File: config.mk
export PLATFORM = sky130hd
export DESIGN_NAME = vme_rd_resp_tracker
export DESIGN_NICKNAME = d
export VERILOG_FILES = /design/src/rtl/vme_rd_resp_tracker.sv
export SDC_FILE = /design/constraint.sdc
export NUM_CORES = 1
export LEC_CHECK = 0
export ABC_AREA = 0
export CORE_UTILIZATION = 55
export CTS_CLUSTER_DIAMETER = 100
export DETAILED_ROUTE_END_ITERATION = 10
export GPL_TIMING_DRIVEN = 0
export HOLD_SLACK_MARGIN = 0.02
export PLACE_DENSITY_LB_ADDON = 0.15
export SLEW_MARGIN = 30
export SYNTH_ARGS = -nofsm -noshare
export SYNTH_HDL_FRONTEND = slang
export SYNTH_SLANG_ARGS = --single-unit
File: constraint.sdc
create_clock -name clock -period 5.9 [get_ports clock]
set_input_delay 1.18 -clock clock [delete_from_list [all_inputs] [get_ports clock]]
set_output_delay 1.18 -clock clock [all_outputs]
set_load 0.01 [all_outputs]
File: src/rtl/vme_rd_resp_tracker.sv
// ---------------------------------------------------------------------------
// vme_rd_resp_tracker
//
// Downstream companion of the wide tensor-load VME command generator. Every
// VME read command that fires is remembered (tag, burst length, readLen) in a
// small FIFO. Returning read-data beats are matched against the oldest
// outstanding command. Each beat's tag and last flag are checked, the first
// readLen beats of each burst are written to consecutive scratchpad rows, and
// a one-cycle done pulse is raised once the generator has finished and every
// burst has come back.
//
// Ports
//   clock, reset        clock; asynchronous active-low reset
//   io_start            begin a tensor load (only looked at while idle)
//   io_sramOffset       first scratchpad row of the load
//   io_genDone          generator has issued its final command
//   io_cmd_*            fired VME command: fire strobe, tag, len, readLen
//   io_cmd_ready        a FIFO slot is free (ANDed into the VME cmd ready)
//   io_vmeData_*        returning read-data beat stream (valid/ready handshake)
//   io_wr_*             registered scratchpad write port
//   io_busy, io_done    load in progress / one-cycle completion pulse
//   io_tagErr           sticky: a beat carried the wrong tag
//   io_lenErr           sticky: last flag disagreed with the beat count, or
//                       a command fired while the FIFO was full
// ---------------------------------------------------------------------------
module vme_rd_resp_tracker #(
    parameter int DATA_W  = 64,
    parameter int TAG_W   = 21,
    parameter int LEN_W   = 8,
    parameter int RLEN_W  = 9,
    parameter int SRAM_AW = 16,
    parameter int DEPTH   = 8
) (
    input  logic               clock,
    input  logic               reset,
    input  logic               io_start,
    input  logic [SRAM_AW-1:0] io_sramOffset,
    input  logic               io_genDone,
    input  logic               io_cmd_fire,
    input  logic [TAG_W-1:0]   io_cmd_tag,
    input  logic [LEN_W-1:0]   io_cmd_len,
    input  logic [RLEN_W-1:0]  io_cmd_readLen,
    output logic               io_cmd_ready,
    input  logic               io_vmeData_valid,
    output logic               io_vmeData_ready,
    input  logic [DATA_W-1:0]  io_vmeData_data,
    input  logic [TAG_W-1:0]   io_vmeData_tag,
    input  logic               io_vmeData_last,
    output logic               io_wr_valid,
    output logic [SRAM_AW-1:0] io_wr_addr,
    output logic [DATA_W-1:0]  io_wr_data,
    output logic               io_busy,
    output logic               io_done,
    output logic               io_tagErr,
    output logic               io_lenErr
);

    localparam int PTR_W = $clog2(DEPTH);
    localparam int CMP_W = ((LEN_W > RLEN_W) ? LEN_W : RLEN_W) + 1;
    localparam logic [PTR_W:0] FULL_CNT = (PTR_W + 1)'(DEPTH);

    typedef enum logic [1:0] {
        IDLE,
        ACTIVE,
        DRAIN,
        DONE
    } state_t;

    state_t              r_state;
    state_t              w_nextState;

    logic [TAG_W-1:0]    r_tagMem  [DEPTH];
    logic [LEN_W-1:0]    r_lenMem  [DEPTH];
    logic [RLEN_W-1:0]   r_rlenMem [DEPTH];
    logic [PTR_W-1:0]    r_wrPtr;
    logic [PTR_W-1:0]    r_rdPtr;
    logic [PTR_W:0]      r_count;

    logic [LEN_W-1:0]    r_beatCnt;
    logic [SRAM_AW-1:0]  r_rowPtr;
    logic                r_wrValid;
    logic [SRAM_AW-1:0]  r_wrAddr;
    logic [DATA_W-1:0]   r_wrData;
    logic                r_tagErr;
    logic                r_lenErr;

    logic                w_full;
    logic                w_empty;
    logic                w_start;
    logic                w_push;
    logic                w_overflow;
    logic                w_accept;
    logic                w_lastBeat;
    logic                w_pop;
    logic                w_keep;
    logic [TAG_W-1:0]    w_headTag;
    logic [LEN_W-1:0]    w_headLen;
    logic [RLEN_W-1:0]   w_headReadLen;

    // Full/empty come from the registered count only, so a pop in the same
    // cycle never makes room for a push (no bypass path).
    assign w_full        = (r_count == FULL_CNT);
    assign w_empty       = (r_count == '0);
    assign w_headTag     = r_tagMem[r_rdPtr];
    assign w_headLen     = r_lenMem[r_rdPtr];
    assign w_headReadLen = r_rlenMem[r_rdPtr];

    assign w_start    = (r_state == IDLE) && io_start;
    assign w_push     = io_cmd_fire && (r_state == ACTIVE) && !w_full;
    assign w_overflow = io_cmd_fire && (r_state == ACTIVE) && w_full;
    assign w_accept   = io_vmeData_valid && io_vmeData_ready;
    assign w_lastBeat = (r_beatCnt == w_headLen);
    assign w_pop      = w_accept && w_lastBeat;
    // Beats past readLen are dropped; readLen above len+1 simply never
    // limits anything because the burst pops at len.
    assign w_keep     = CMP_W'(r_beatCnt) < CMP_W'(w_headReadLen);

    assign io_cmd_ready     = (r_state == ACTIVE) && !w_full;
    assign io_vmeData_ready = ((r_state == ACTIVE) || (r_state == DRAIN)) && !w_empty;
    assign io_busy          = (r_state != IDLE);
    assign io_done          = (r_state == DONE);
    assign io_wr_valid      = r_wrValid;
    assign io_wr_addr       = r_wrAddr;
    assign io_wr_data       = r_wrData;
    assign io_tagErr        = r_tagErr;
    assign io_lenErr        = r_lenErr;

    // State register.
    always_ff @(posedge clock or negedge reset) begin
        if (!reset) begin
            r_state <= IDLE;
        end else begin
            r_state <= w_nextState;
        end
    end

    // Next-state logic. A command fired together with io_genDone is still
    // pushed because the push decode looks at the current state.
    always_comb begin
        w_nextState = r_state;
        case (r_state)
            IDLE:    if (io_start) w_nextState = ACTIVE;
            ACTIVE:  if (io_genDone) w_nextState = DRAIN;
            DRAIN:   if (w_empty) w_nextState = DONE;
            DONE:    w_nextState = IDLE;
            default: w_nextState = IDLE;
        endcase
    end

    // Command storage; contents are only meaningful while the count says so.
    always_ff @(posedge clock) begin
        if (w_push) begin
            r_tagMem[r_wrPtr]  <= io_cmd_tag;
            r_lenMem[r_wrPtr]  <= io_cmd_len;
            r_rlenMem[r_wrPtr] <= io_cmd_readLen;
        end
    end

    // FIFO pointers/count, beat counter, write address and sticky errors.
    // A start wipes everything left over from the previous load.
    always_ff @(posedge clock or negedge reset) begin
        if (!reset) begin
            r_wrPtr   <= '0;
            r_rdPtr   <= '0;
            r_count   <= '0;
            r_beatCnt <= '0;
            r_rowPtr  <= '0;
            r_tagErr  <= 1'b0;
            r_lenErr  <= 1'b0;
        end else if (w_start) begin
            r_wrPtr   <= '0;
            r_rdPtr   <= '0;
            r_count   <= '0;
            r_beatCnt <= '0;
            r_rowPtr  <= io_sramOffset;
            r_tagErr  <= 1'b0;
            r_lenErr  <= 1'b0;
        end else begin
            if (w_push) begin
                r_wrPtr <= r_wrPtr + PTR_W'(1);
            end
            if (w_pop) begin
                r_rdPtr <= r_rdPtr + PTR_W'(1);
            end
            case ({w_push, w_pop})
                2'b10:   r_count <= r_count + (PTR_W + 1)'(1);
                2'b01:   r_count <= r_count - (PTR_W + 1)'(1);
                default: r_count <= r_count;
            endcase
            if (w_pop) begin
                r_beatCnt <= '0;
            end else if (w_accept) begin
                r_beatCnt <= r_beatCnt + LEN_W'(1);
            end
            if (w_accept && w_keep) begin
                r_rowPtr <= r_rowPtr + SRAM_AW'(1);
            end
            if (w_accept && (io_vmeData_tag != w_headTag)) begin
                r_tagErr <= 1'b1;
            end
            if ((w_accept && (io_vmeData_last != w_lastBeat)) || w_overflow) begin
                r_lenErr <= 1'b1;
            end
        end
    end

    // Registered scratchpad write, one cycle behind the accepted beat.
    always_ff @(posedge clock or negedge reset) begin
        if (!reset) begin
            r_wrValid <= 1'b0;
            r_wrAddr  <= '0;
            r_wrData  <= '0;
        end else begin
            r_wrValid <= w_accept && w_keep;
            if (w_accept && w_keep) begin
                r_wrAddr <= r_rowPtr;
                r_wrData <= io_vmeData_data;
            end
        end
    end

endmodule

==> flow_metrics.tcl, run 1 <==
set metrics [dict create \
    status "complete, no violations" \
    grt.total_usage 0.231 \
    crit_type "flip-flop to flip-flop" \
    setup_viol 0 \
    synth_edf_count 304 \
    antenna_found_initial 1 \
    postRouteAntennaNets 0 \
    cts_setup_buffers 0 \
    slowest_stage "clkbuf_1" \
    path_common_cell "clkbuf_1" \
    yosysWarningCount 0 \
    first_pass_iters 5 \
    comb_power_share 0.261 \
    syn-cell-area_um2 17200 \
    grt_pass1_wl_um 55200 \
    ios 233 \
    worst-path-max-fanout 10 \
    avgRoutedWirePerCell_um 21.6 \
    start_util 0.560 \
    drive_above_1_share 0.178 \
    skew_ns 0.0185 \
    ir_drop_uv 375 \
    finish.utilization 0.713 \
    dieArea_um2 31900 \
    arrival_ns 5.76 \
    post-place-ws_ns 0.436 \
    swShare 0.270 \
    clockBufferDepth 3 \
    ys_ff_latch 423 \
    syn_avg_cell_area_um2 18.6 \
    post-route-period-util 0.907 \
    p_switching_mw 2.40 \
    report.power.total_mw 8.89 \
    syn_to_final_growth_pct 27.3 \
    maxCapViolCount 0 \
    viasPerCell 5.70 \
    placed_area_um2 20500 \
    fp.dieH_um 179 \
    cts_resized 0 \
    gr-total-overflow 0 \
    dp.cells 1598 \
    drt-total-wl_um 36200 \
    crit_chain "buf_6 -> buf_12 -> clkbuf_1 -> clkbuf_1 -> clkbuf_1 -> mux4_2 -> mux2i_1 -> ha_1 -> o21a_1 -> o21a_1 -> o21ai_1 -> a21oi_1 -> or3_4 -> inv_4 -> buf_6 -> a31oi_1 -> a221o_1" \
    synth_fp_nets 1090 \
    required_ns 6.31 \
    drc_errors 0 \
    leakage_nw 7.69 \
    grt_pass1_vias 9675 \
    power_density_nw_per_um2 407 \
    ys_types 59 \
    startpoint_type "flip-flop" \
    max_freq_mhz 187 \
    slowest_delay_ns 0.59 \
    min_path_type "flip-flop to flip-flop" \
    pwr-share-clk 0.293 \
    rsz0062_at_grt "no" \
    rows 64 \
    synthArstFlopShare 0.281 \
    cts_root_buf "clkbuf_16" \
    place_congestion 0.819 \
    critPathTopFamily "buffers and inverters" \
    clock_sinks 423 \
    dr_total_vias 9556 \
    clkTransAtPathRegs_ns 0.06 \
    stdcell_area_um2 21900 \
    worst_slack_ns 0.548 \
    finalSetupTns_ns 0 \
    yosys_most_used_dff "edfxtp_1" \
    die_x_um 179 \
    max_slew_margin 0.353 \
    htreeDepth 2 \
    post-route-min-period_ns 5.35 \
    core_um2 30700 \
    cp_num_buf_inv 7 \
    port_buffers 232 \
    hold_viol_final 0 \
    ys_seq_area_frac 0.705 \
    syn_inst 926 \
    hold_ws_ns 0.483 \
    p_int_mw 6.49 \
    numCtsBuffers 43 \
    clock_latency_ns 0.54 \
    worst-slew-pin-transition_ns 0.970 \
    cts_hold_buf 0 \
    layout.nets 1411 \
    pwr-share-seq 0.446 \
    cp-end-kind "flip-flop" \
    dp_hpwl_um 25200 \
    cts_tree "yes" \
    grt_max_degree 70 \
    slew_viol_final 0 \
    drtIter0Drc 714 \
    stdcell_count 1677 \
]
layout by cell type, fill, tap and decap left out, types with 13 or more instances in the layout:
cell type	Yosys	final
clkbuf_1	17	33
dfrtp_1	119	119
mux2_2	18	18
clkbuf_16	0	44
buf_6	9	14
nand2_1	34	34
nor2_1	21	18
xor2_1	13	13
mux2_1	64	64
mux2i_1	40	40
xnor2_1	28	28
buf_2	9	17
mux4_2	73	73
ha_1	18	18
edfxtp_1	304	304
clkdlybuf4s50_1	0	231
buf_4	4	28
o21ai_0	15	15
cells in the mapped netlist (all sizes together), types with 5 or more instances:
library cell    n  area, um2
nand4b          5       43.8
inv             8       32.5
clkbuf         17       63.8
mux2           82        923
dfrtp         119       2980
a21oi          11       55.1
nand4           6       37.5
nand3           9       45.0
buf            26        208
nor3           10       61.3
ha             18        225
edfxtp        304       9130
nor4            8       50.1
nand2          34        128
xor2           13        114
and3           11       68.8
xnor2          28        245
a31oi           8       50.1
mux2i          40        400
nor2           21       78.8
nor4b           6       52.6
mux4           76       1720
o21ai          21        105
layout make-up:
class | instances | area (um2)
Clock inverter | 17 | 174
Multi-Input combinational cell | 452 | 4820
Antenna cell | 1 | 2.50
Sequential cell | 423 | 12100
Clock buffer | 61 | 1170
Buffer | 43 | 272
Fill cell | 1975 | 8800
Inverter | 8 | 32.5
Tap cell | 396 | 495
Timing Repair Buffer | 276 | 2800
power by group through the flow:
stage	sequential, mW	clock (mW)	combinational (mW)
4_1_cts	3.97	2.65	2.35
5_1_grt	4.03	2.76	2.52
3_3_place_gp	4.02	0	2.24
3_5_place_dp	4.03	0	2.34
2_1_floorplan	4.12	0	1.09
6_report	3.97	2.60	2.32
sequential cells by signal (all words and copies together), names as in the netlist:
register and count:
r_count 4, r_rowPtr 16, r_lenMem 64, r_tagMem 168
io_tagErr 1, io_lenErr 1, io_wr_addr 16, r_beatCnt 8
r_wrPtr 3, io_wr_valid 1, r_rlenMem 72, io_wr_data 64
r_state 2, r_rdPtr 3
routing by layer:
| layer | GRT usage | wire [um] |
|---|---|---|
| met1 | 0.312 | 15100 |
| met5 | 0 | 0 |
| met2 | 0.389 | 18000 |
| met4 | 0.0618 | 716 |
| met3 | 0.0430 | 2420 |
path summary, 6_finish.rpt:
path / startpoint / slack [ns] / endpoint / cells after the start
worst max-delay path: r_rdPtr[1] / 0.55 / r_rowPtr[7] / 17
worst min-delay path: io_wr_data[6] / 0.48 / io_wr_data[6] / 1
min in group asynchronous: reset / 0.55 / io_wr_addr[5] / 1
worst min register to register: io_wr_data[6] / 0.48 / io_wr_data[6] / 1
worst max register to register: r_rdPtr[1] / 0.55 / r_rowPtr[7] / 17
max in group asynchronous: reset / 4.69 / io_wr_data[40] / 2
cells by family after synthesis:
group           Yosys count  share of synthesized area
xor+xnor                 41                     0.0209
simple gates            128                     0.0405
flops                   423                      0.705
mux                     198                      0.177
buf+inv                  51                     0.0177
compound gates           67                     0.0259
fa+ha+maj                18                     0.0131
Note: power is estimated with default switching activity, not from simulation.
==> inputs of run 2 (changes only) <==
--- a/config.mk
+++ b/config.mk
@@ -6,10 +6,10 @@
 export NUM_CORES = 1
 export LEC_CHECK = 0
 export ABC_AREA = 0
+export CORE_ASPECT_RATIO = 1.75
 export CORE_UTILIZATION = 55
 export CTS_CLUSTER_DIAMETER = 100
 export DETAILED_ROUTE_END_ITERATION = 10
-export GPL_TIMING_DRIVEN = 0
 export HOLD_SLACK_MARGIN = 0.02
 export PLACE_DENSITY_LB_ADDON = 0.15
 export SLEW_MARGIN = 30
==> run 2 against run 1 <==
Final area down 2.7%. Final cell count decreased by 4.9%. Clock power hardly changed. Count of clock-buffer cells in the layout down 14. Critical path depth shrank 6. Sequential cell count unchanged. Total power down 1.6%. Wire length down 1.9%. Non-clock buffer count is 69 lower. Sequential power barely moved. Worst hold slack better by 0.0022 ns. Combinational power is 8% lower. Critical path type unchanged. Largest cell class unchanged. Largest power group unchanged.
==> flow_metrics.tcl, run 2 (same netlist as run 1, synthesis figures left out) <==
set metrics [dict create \
    post-route-min-period_ns 4.41 \
    nFillCells 2076 \
    viasPerCell 5.79 \
    clock_sinks 423 \
    post-route-period-util 0.747 \
    drt-total-wl_um 35500 \
    arrival_ns 4.81 \
    worst-path-max-fanout 71 \
    crit_chain "mux4_2 -> mux2i_1 -> ha_1 -> o21a_1 -> o21a_1 -> o21ai_1 -> a211oi_2 -> or3_4 -> inv_4 -> a31oi_1 -> a221o_1" \
    place_congestion 0.777 \
    slew_viol_final 0 \
    critPathTopFamily "compound AO/OA/AOI/OAI gates" \
    grt_max_degree 72 \
    die_x_um 136 \
    cts_tree "yes" \
    fp.dieH_um 236 \
    startpoint_type "flip-flop" \
    cp_num_buf_inv 1 \
    stdcell_count 1594 \
    first_pass_iters 6 \
    min_path_type "flip-flop to flip-flop" \
    cts_setup_buffers 0 \
    drc_errors 0 \
    port_buffers 232 \
    cts_resized 0 \
    maxCapViolCount 0 \
    largest_register "r_tagMem" \
    grt_pass1_vias 9815 \
    gr-total-overflow 0 \
    htreeDepth 2 \
    leakage_nw 7.36 \
    numCtsBuffers 38 \
    clockBufferDepth 3 \
    layout_commonest_cell "edfxtp_1" \
    rows 85 \
    layout.nets 1337 \
    ir_drop_uv 289 \
    core_um2 30700 \
    antenna_found_initial 1 \
    required_ns 6.31 \
    cp-end-kind "flip-flop" \
    hold_viol_final 0 \
    grt_pass1_wl_um 54600 \
    avgRoutedWirePerCell_um 22.3 \
    finalSetupTns_ns 0 \
    start_util 0.559 \
    cts_root_buf "clkbuf_16" \
    slowest_delay_ns 0.84 \
    dieArea_um2 32000 \
    status "complete, no violations" \
    layout_common_cells "edfxtp_1, clkdlybuf4s50_1, dfrtp_1, mux4_2, mux2_1" \
    drive_above_1_share 0.156 \
    skew_ns 0.0129 \
    crit_type "flip-flop to flip-flop" \
    dp_hpwl_um 21900 \
    max_freq_mhz 227 \
    clkTransAtPathRegs_ns 0.07 \
    ios 233 \
    path_common_cell "o21a_1" \
    cts_hold_buf 0 \
    dr_total_vias 9229 \
    worst-slew-pin-transition_ns 0.955 \
    clock_latency_ns 0.54 \
    syn_to_final_growth_pct 23.9 \
    reg.largest.list "r_tagMem: 168 flops, r_rlenMem: 72 flops" \
    drtIter0Drc 448 \
    rsz0062_at_grt "no" \
    dp.cells 1523 \
    power_density_nw_per_um2 411 \
    postRouteAntennaNets 0 \
    max_slew_margin 0.363 \
    finish.utilization 0.693 \
    setup_viol 0 \
    slowest_stage "dfrtp_4" \
    grt.total_usage 0.230 \
    largest_reg_flops 168 \
]
## run 2: final timing paths
| kind | cells after the start | start | slack (ns) | endpoint |
|---|---|---|---|---|
| worst max-delay path | 11 | r_rdPtr[0] | 1.49 | r_rowPtr[7] |
| worst min-delay path | 1 | io_wr_data[15] | 0.49 | io_wr_data[15] |
| worst max register to register | 11 | r_rdPtr[0] | 1.49 | r_rowPtr[7] |
| worst min register to register | 1 | io_wr_data[15] | 0.49 | io_wr_data[15] |
| max in group asynchronous | 2 | reset | 3.89 | io_wr_data[52] |
| min in group asynchronous | 1 | reset | 0.68 | io_wr_data[14] |
## run 2: worst reg2reg max path, cell delays in order (launching register included)
cell and delay, ns:
dfrtp_4 0.84, mux4_2 0.59, mux2i_1 0.21, ha_1 0.29
o21a_1 0.11, o21a_1 0.16, o21ai_1 0.20, a211oi_2 0.11
or3_4 0.57, inv_4 0.72, a31oi_1 0.20, a221o_1 0.30
## run 2: power by group
group	switching [mW]	total [mW]	internal, mW
clock	1.07	2.62	1.55
sequential	0.291	3.99	3.70
combinational	0.977	2.14	1.17
## run 2: through the flow
stage          instance area, um2  setup WS, ns  hold slack, ns  total power [mW]
6_report                    21300          1.49           0.485              8.75
5_1_grt                     21300          1.19           0.500              9.16
4_1_cts                     21300          1.40           0.490              8.86
3_5_place_dp                19900          1.42           0.475              6.23
3_3_place_gp                19900          1.53           0.466              6.15
2_1_floorplan               17200        0.0822           0.501              5.21
## run 2: layout make-up
cell class              instances  area, um2  share of cell area
diodes                          1       2.50            0.000118
well taps                     391        489              0.0230
flip-flops and latches        423      12100               0.569
clock inverters                22        270              0.0127
repair buffers                250       2490               0.117
clock buffers                  47       1060              0.0498
inverters                       8       32.5             0.00153
multi-input cells             452       4820               0.226
## run 2: routing by layer
metal	track usage	part of all wire
met1	0.266	0.36
met2	0.422	0.55
met3	0.0380	0.060
met4	0.0797	0.029
met5	0	0
==> inputs of run 3 (changes only) <==
--- a/config.mk
+++ b/config.mk
@@ -7,7 +7,7 @@
 export LEC_CHECK = 0
 export ABC_AREA = 0
 export CORE_ASPECT_RATIO = 1.75
-export CORE_UTILIZATION = 55
+export CORE_UTILIZATION = 50
 export CTS_CLUSTER_DIAMETER = 100
 export DETAILED_ROUTE_END_ITERATION = 10
 export HOLD_SLACK_MARGIN = 0.02
==> constraint.sdc (replaced) <==
create_clock -name clock -period 3.6 [get_ports clock]
set_input_delay 0.72 -clock clock [delete_from_list [all_inputs] [get_ports clock]]
set_output_delay 0.72 -clock clock [all_outputs]
set_load 0.01 [all_outputs]
==> run 3 against run 2 <==
Wire length up 1.6%. First-iteration DRC count down 17%. Worst setup slack worse by 1.3 ns. Non-clock buffer count up 24. Global-route usage down 1.9 points. Final cell count up 5.8%. Combinational power up 97%. Via count up 1.4%. Register-to-register slack worse by 1.3 ns. Sequential share of layout area down 1.6 points. Die area up 9.9%. Critical endpoint is now r_rowPtr[9].
==> flow_metrics.tcl, run 3 (same netlist as run 1, synthesis figures left out) <==
set metrics [dict create \
    status "complete, no violations" \
    required_ns 4.08 \
    layout_commonest_cell "edfxtp_1" \
    start_util 0.509 \
    p_int_mw 10.8 \
    post-route-period-util 0.936 \
    p_switching_mw 4.02 \
    grt.total_usage 0.211 \
    ir_drop_uv 411 \
    drc_errors 0 \
    worst-path-max-fanout 29 \
    arrival_ns 3.85 \
    grt_max_degree 60 \
    skew_ns 0.0183 \
    min_path_type "input port to async pin" \
    hold_viol_final 0 \
    dr_total_vias 9356 \
    max_freq_mhz 297 \
    dieArea_um2 35100 \
    layout_common_cells "edfxtp_1, clkdlybuf4s50_1, dfrtp_1, mux4_2, mux2_4" \
    startpoint_type "flip-flop" \
    max_slew_margin 0.459 \
    clkTransAtPathRegs_ns 0.07 \
    r2r-end "r_rowPtr[9]" \
    gr-total-overflow 0 \
    cp-end-kind "flip-flop" \
    clock_latency_ns 0.55 \
    cts_root_buf "clkbuf_16" \
    largest_register "r_tagMem" \
    grt_pass1_wl_um 55200 \
    die_x_um 142 \
    antenna_found_initial 1 \
    cts_hold_buf 0 \
    clockBufferDepth 3 \
    drt-total-wl_um 36100 \
    cts_tree "yes" \
    clock_sinks 423 \
    report.power.total_mw 14.9 \
    pwr-share-clk 0.273 \
    ios 233 \
    maxCapViolCount 0 \
    avgRoutedWirePerCell_um 21.4 \
    largest_reg_flops 168 \
    viasPerCell 5.55 \
    htreeDepth 2 \
    numCtsBuffers 40 \
    leakage_nw 7.67 \
    reg.largest.list "r_tagMem: 168 flops, r_rlenMem: 72 flops" \
    dp.cells 1610 \
    hold_ws_ns 0.244 \
    finalSetupTns_ns 0 \
    drtIter0Drc 371 \
    dp_hpwl_um 22900 \
    grt_pass1_vias 9722 \
    first_pass_iters 5 \
    port_buffers 232 \
    swShare 0.271 \
    worst-slew-pin-transition_ns 0.809 \
    crit_type "flip-flop to flip-flop" \
    slew_viol_final 0 \
    rows 89 \
    core_um2 33700 \
    setup_viol 0 \
    layout.nets 1363 \
    post-route-min-period_ns 3.37 \
    pwr-share-seq 0.443 \
    place_congestion 0.801 \
    drive_above_1_share 0.223 \
    fp.dieH_um 247 \
    r2r_start "r_rdPtr[0]" \
    postRouteAntennaNets 0 \
    power_density_nw_per_um2 678 \
    finish.utilization 0.649 \
    stdcell_count 1687 \
    comb_power_share 0.284 \
    r2r_slack_ns 0.23 \
    syn_to_final_growth_pct 27.5 \
    rsz0062_at_grt "no" \
    r2r_cells 11 \
    nFillCells 2391 \
]
[run 3: changes by cell type in the layout (fill, tap and decap cells not counted), moves of 3 or more]
cell	delta
mux2_1	-64
mux2_4	+64
buf_12	+15
buf_4	+10
clkinv_1	+8
clkinv_2	-4
bufinv_16	-3
clkbuf_8	-3
clkinvlp_2	+3
[run 3: per-layer routing]
metal | vias up | routed length, um | share of wire | track usage
li1 | 4206 | - | - | -
met1 | 4799 | 13500 | 0.37 | 0.238
met2 | 278 | 19400 | 0.54 | 0.388
met3 | 73 | 1940 | 0.054 | 0.0383
met4 | 0 | 1230 | 0.034 | 0.0851
met5 | - | 0 | 0 | 0
[run 3: power by group through the flow]
stage	clock (mW)	sequential (mW)	combinational [mW]
floorplan	0	6.77	2.37
global placement	0	6.67	4.17
detailed placement	0	6.68	4.26
CTS	4.16	6.59	4.27
global route	4.32	6.68	4.54
finish	4.05	6.59	4.21
[run 3: worst max-delay path: stages, from the launching register on]
cell	delay, ns
dfrtp_4	0.51
buf_12	0.18
mux4_2	0.53
mux2i_1	0.19
ha_1	0.27
o21a_1	0.12
o21ai_2	0.17
a211oi_2	0.09
or3_4	0.44
buf_4	0.26
or4_1	0.42
nand3_1	0.09
[run 3: worst max path at each step]
stage	start	end	slack (ns)	cells after the start
finish	r_rdPtr[0]	r_rowPtr[9]	0.23	11
global route	r_rdPtr[1]	r_count[2]	0.03	12
CTS	r_rdPtr[0]	io_wr_data[41]	0.09	11
detailed placement	r_rdPtr[0]	io_wr_data[41]	0.12	11
global placement	r_rdPtr[0]	r_rowPtr[9]	0.16	11
floorplan	io_cmd_fire	r_lenMem[4][0]	-0.76	4
[run 3: what timing repair did]
item,in CTS,in global routing
endpoints found under the hold margin,0,0
buffers inserted,0,2
setup endpoints to repair,0,35
gates resized for setup,0,0
[run 3: final cells by class]
class | count | area [um2] | share of cell area
timing repair buffer | 274 | 2830 | 0.129
clock buffer | 44 | 1020 | 0.0464
inverter | 8 | 37.5 | 0.00171
tap | 455 | 569 | 0.0260
clock inverter | 30 | 254 | 0.0116
multi-input combinational | 452 | 5090 | 0.232
sequential | 423 | 12100 | 0.553
antenna | 1 | 2.50 | 0.000114
[run 3: metrics by stage]
| stage | cell area (um2) | setup slack [ns] |
|---|---|---|
| floorplan | 17600 | -0.759 |
| global placement | 20600 | 0.156 |
| detailed placement | 20600 | 0.118 |
| CTS | 21900 | 0.0913 |
| global route | 21900 | 0.0287 |
| finish | 21900 | 0.230 |
